## config.mk

```make
export PLATFORM = sky130hd
export DESIGN_NAME = serial_sub
export DESIGN_NICKNAME = d
export VERILOG_FILES = /design/src/rtl/serial_sub.sv
export SDC_FILE = /design/constraint.sdc
export NUM_CORES = 1
export LEC_CHECK = 0
export CORE_MARGIN = 5
export CORE_UTILIZATION = 50
export CTS_CLUSTER_SIZE = 30
export DETAILED_ROUTE_END_ITERATION = 10
export GPL_TIMING_DRIVEN = 1
export PLACE_DENSITY = 0.78
export SYNTH_ARGS = -nofsm -noshare
export SYNTH_HDL_FRONTEND = slang
export SYNTH_SLANG_ARGS = --single-unit
```

## constraint.sdc

```tcl
create_clock -name clk_i -period 1.5 [get_ports clk_i]
set_input_delay 0.45 -clock clk_i [delete_from_list [all_inputs] [get_ports clk_i]]
set_output_delay 0.45 -clock clk_i [all_outputs]
set_load 0.005 [all_outputs]
```

## src/rtl/serial_sub.sv

```systemverilog
// Bit-serial subtractor: diff = a - b over WIDTH cycles, LSB first, with a start/done handshake.
// Optional SERIAL_SUB_OVF_EN adds ovf_o, the signed overflow of a - b.
module serial_sub #(
   parameter int unsigned WIDTH = 8
) (
   input  logic             clk_i,
   input  logic             rst_i,
   input  logic             start_i,
   input  logic [WIDTH-1:0] a_i,
   input  logic [WIDTH-1:0] b_i,
   output logic             busy_o,
   output logic             done_o,
   output logic [WIDTH-1:0] diff_o,
`ifdef SERIAL_SUB_OVF_EN
   output logic             ovf_o,
`endif
   output logic             borrow_o
);

   localparam int unsigned CNT_W = (WIDTH > 1) ? $clog2(WIDTH) : 1;
   localparam int unsigned RES_W = WIDTH - 1;

   typedef enum logic [1:0] {
      ST_IDLE,
      ST_SHIFT,
      ST_DONE
   } state_e;

   state_e             state_q,  state_d;
   logic [WIDTH-1:0]   a_sr_q,   a_sr_d;
   logic [WIDTH-1:0]   b_sr_q,   b_sr_d;
   logic [RES_W-1:0]   res_q,    res_d;
   logic               br_q,     br_d;
   logic [CNT_W-1:0]   cnt_q,    cnt_d;
   logic               busy_q,   busy_d;
   logic               done_q,   done_d;
   logic [WIDTH-1:0]   diff_q,   diff_d;
   logic               borrow_q, borrow_d;
`ifdef SERIAL_SUB_OVF_EN
   logic               ovf_q,    ovf_d;
`endif

   logic a_bit, b_bit, hs1_d, hs1_b, d_bit, hs2_b, br_next;

   // One full-subtractor cell built from two half-subtractor stages.
   always_comb begin
      a_bit   = a_sr_q[0];
      b_bit   = b_sr_q[0];
      hs1_d   = a_bit ^ b_bit;
      hs1_b   = ~a_bit & b_bit;
      d_bit   = hs1_d ^ br_q;
      hs2_b   = ~hs1_d & br_q;
      br_next = hs1_b | hs2_b;
   end

   always_comb begin
      state_d  = state_q;
      a_sr_d   = a_sr_q;
      b_sr_d   = b_sr_q;
      res_d    = res_q;
      br_d     = br_q;
      cnt_d    = cnt_q;
      busy_d   = 1'b0;
      done_d   = 1'b0;
      diff_d   = diff_q;
      borrow_d = borrow_q;
`ifdef SERIAL_SUB_OVF_EN
      ovf_d    = ovf_q;
`endif

      unique case (state_q)
         ST_IDLE, ST_DONE: begin
            if (start_i) begin
               state_d = ST_SHIFT;
               busy_d  = 1'b1;
               a_sr_d  = a_i;
               b_sr_d  = b_i;
               br_d    = 1'b0;
               cnt_d   = '0;
            end else begin
               state_d = ST_IDLE;
            end
         end
         ST_SHIFT: begin
            a_sr_d = a_sr_q >> 1;
            b_sr_d = b_sr_q >> 1;
            // Result bits enter at the top so bit 0 lands at the LSB after WIDTH-1 shifts.
            res_d  = RES_W'({d_bit, res_q} >> 1);
            br_d   = br_next;
            cnt_d  = cnt_q + CNT_W'(1);
            busy_d = 1'b1;
            if (cnt_q == CNT_W'(WIDTH - 1)) begin
               state_d  = ST_DONE;
               busy_d   = 1'b0;
               done_d   = 1'b1;
               cnt_d    = '0;
               diff_d   = {d_bit, res_q};
               borrow_d = br_next;
`ifdef SERIAL_SUB_OVF_EN
               ovf_d    = (a_bit ^ b_bit) & (a_bit ^ d_bit);
`endif
            end
         end
         default: state_d = ST_IDLE;
      endcase
   end

   always_ff @(posedge clk_i) begin
      if (rst_i) begin
         state_q  <= ST_IDLE;
         a_sr_q   <= '0;
         b_sr_q   <= '0;
         res_q    <= '0;
         br_q     <= 1'b0;
         cnt_q    <= '0;
         busy_q   <= 1'b0;
         done_q   <= 1'b0;
         diff_q   <= '0;
         borrow_q <= 1'b0;
`ifdef SERIAL_SUB_OVF_EN
         ovf_q    <= 1'b0;
`endif
      end else begin
         state_q  <= state_d;
         a_sr_q   <= a_sr_d;
         b_sr_q   <= b_sr_d;
         res_q    <= res_d;
         br_q     <= br_d;
         cnt_q    <= cnt_d;
         busy_q   <= busy_d;
         done_q   <= done_d;
         diff_q   <= diff_d;
         borrow_q <= borrow_d;
`ifdef SERIAL_SUB_OVF_EN
         ovf_q    <= ovf_d;
`endif
      end
   end

   assign busy_o   = busy_q;
   assign done_o   = done_q;
   assign diff_o   = diff_q;
   assign borrow_o = borrow_q;
`ifdef SERIAL_SUB_OVF_EN
   assign ovf_o    = ovf_q;
`endif

endmodule

```

==> results by group <==
Global route
  • First-pass GRT wire length: 5.84 mm
  • Initial antenna violation count: 0
  • GRT Resource Usage Total: 0.179
  • Maximum number of pins on one net before global-route repair: 41
  • Via count of the first global-routing pass: 1276
  • Aggregate global routing overflow: 0

STA
  • Final worst slack: 0.119 ns
  • Rel. slew slack: 0.775
  • Slew @ Worst Pin: 0.333 ns
  • Fin Clk Skew: 0.00370 ns
  • Slew Limit Fails: 0
  • Min Clock Period, post-route: 1.38 ns
  • Final setup vio count: 0
  • RSZ-0062 raised after global routing: no
  • Period utilization: 0.921
  • Final hold slack: 0.460 ns
  • Fmax: 724 MHz
  • Final hold vios: 0

Logic synthesis
  • Synth top cells by count: dfxtp_1 (40), nor3_1 (26), nand2_1 (25), a21oi_1 (21), o22ai_1 (14)
  • Yosys warns: 0
  • Post-Synth Adder-Cell Area: 0.0295
  • Most used DFF post-synth: dfxtp_1
  • Post-synth EDFFs: 0
  • Post-synthesis mux area share: 0
  • Synth Area in Compound Gates: 0.147
  • Mapped Nets: 198
  • Mapped Cells: 176
  • Synth top area cells: dfxtp_1 (52%), nor3_1 (8.5%), a21oi_1 (6.9%), nand2_1 (6.1%), o22ai_1 (5.7%)
  • Most frequent cell after synthesis: dfxtp_1
  • Syn Area/Cell: 8.67 um2
  • Async SR Flop Fraction: 0
  • Post-Synth Simple-Gate Area: 0.239
  • Yosys cell types: 23
  • Largest area contributor in the netlist: dfxtp_1
  • Synthesized area: 0.00153 mm2
  • Sequential fraction of the synthesis area: 0.525
  • Xor/xnor cell area share of the yosys netlist: 0
  • Synth top area share: 0.525
  • Flop and latch count out of synthesis: 40
  • Combinational family with the most area after synthesis: simple AND/OR/NAND/NOR gates

Routing
  • Drt wl/cell: 14.1 um
  • TritonRoute pass-1 iters: 4
  • Total Wirelength: 3.49 mm
  • # DRC: 0
  • Vias: 1378
  • DRT antenna net count: 0
  • Via/cell ratio: 5.58
  • 1st-iter DRT viols: 128

Pwr
  • Pwr Total: 2000 uW
  • Leakage power: 0.000766 uW
  • Power density over cell area: 1020 mW/mm2
  • Peak supply drop: 0.000605 V

Setup path
  • R2R cell count: 6
  • WS Path Type: reg2out
  • CP Max Fanout: 2
  • Crit path buf inv count: 1
  • CP max stage cell: dfxtp_2
  • Worst path arrival time: 0.93 ns
  • Startpoint Class: register
  • Delay-heaviest family, CP: flip-flops
  • Worst path depth: 1
  • Max stage delay on crit path: 0.34 ns
  • Critical Path RT: 1.05 ns
  • Worst path cell trace: dlygate4sd2_1
  • Worst setup EP type: primary output

Hold path
  • HP Class: reg2reg
  • Hold Crit Depth: 2

CTS
  • CTS Sinks: 40
  • Root buf cell: clkbuf_4
  • Reg clk slew, reported paths: 0.11 ns
  • CTS H-tree lvls: 2
  • TritonCTS Buffers: 5
  • CTS max path bufs: 2
  • Worst-Skew Late Latency: 0.34 ns
  • CTS tree: done

Floorplan
  • I/O pins: 30
  • # rows: 20
  • Core Region: 0.00298 mm2
  • Initial Utilization: 0.513
  • Die Wd: 65.3 um
  • Die height: 65.3 um
  • Full die area: 0.00426 mm2

Layout
  • Final core occ: 0.662
  • Fill count: 254
  • Nets: 235
  • Multi-input gate area: 638 um2
  • P&R area growth vs syn: 29.1%
  • Register area: 813 um2
  • Layout cells sized above 1: 0.168
  • Antenna cells: 0

Placement
  • Place WS: -0.0634 ns
  • Detailed Place HPWL: 2.46 mm
  • IO Port Bufs: 29
  • RePlAce Congestion: 0.849

Run status
  • Outcome: complete, no violations

Run
  • Max_cap viols: 0
-- registers in the layout (all words and copies together) (netlist names) --
register  flops
a_sr_q        8
b_sr_q        8
borrow_o      1
br_q          1
busy_o        1
cnt_q         3
diff_o        8
done_o        1
res_q         7
state_q       2
-- metal layers --
metal / routed length (um) / vias to the layer above / GRT usage
li1: - / 691 / -
met1: 1520 / 659 / 0.226
met2: 1760 / 23 / 0.288
met3: 169 / 5 / 0.0650
met4: 37 / 0 / 0.0466
met5: 0 / - / 0
-- power breakdown --
group	total (uW)	internal, uW	leakage (uW)	switching, uW
clock	560	223	0.0000380	337
combinational	292	148	0.000397	144
sequential	1150	1120	0.000332	34.0
-- cells by family after synthesis --
kind of cell,after synthesis
AOI/OAI and AO/OA,39
and+or+nand+nor,77
buffers and inverters,17
adders and majority gates,3
DFF,40
-- final cells by class --
| cell class | instances | area share |
|---|---|---|
| sequential | 40 | 0.413 |
| tap | 33 | 0.0210 |
| multi-input combinational | 119 | 0.324 |
| clock inverter | 2 | 0.00508 |
| inverter | 2 | 0.00381 |
| clock buffer | 6 | 0.0260 |
| timing repair buffer | 45 | 0.208 |
-- placed cells by master, fill, tap and decap left out, types with 5 or more instances in the layout --
cell type	n
nand2_1	25
buf_4	15
nor3_1	26
o22ai_1	14
a21oi_1	21
nand3_1	13
dlygate4sd2_1	11
clkdlybuf4s50_1	18
dfxtp_2	10
clkbuf_4	5
dfxtp_1	30
nor2_1	5
-- worst paths after layout --
kind,startpoint,end,slack (ns)
max,diff_o[2]$_SDFFE_PP0P_,diff_o[2],0.12
min,diff_o[7]$_SDFFE_PP0P_,diff_o[7]$_SDFFE_PP0P_,0.46
max reg2reg,cnt_q[0]$_SDFFE_PP0P_,diff_o[4]$_SDFFE_PP0P_,0.16
min reg2reg,diff_o[7]$_SDFFE_PP0P_,diff_o[7]$_SDFFE_PP0P_,0.46
-- stage by stage --
| step | instances | setup TNS, ns | cell area [um2] |
|---|---|---|---|
| 5_1_grt | 247 | 0 | 1970 |
| 4_1_cts | 247 | 0 | 1970 |
| 2_1_floorplan | 176 | 0 | 1530 |
| 6_report | 247 | 0 | 1970 |
| 3_3_place_gp | 237 | -0.216 | 1890 |
| 3_5_place_dp | 237 | -0.646 | 1890 |
-- repair_timing --
item | CTS | global route
hold buffers | 0 | 0
gates resized for setup | 21 | 1
buffers inserted | 2 | 0
pin swaps | 1 | 0
cloned | 0 | 0
endpoints found under the setup margin | 13 | 7
Power figures use the tool's default switching activity.
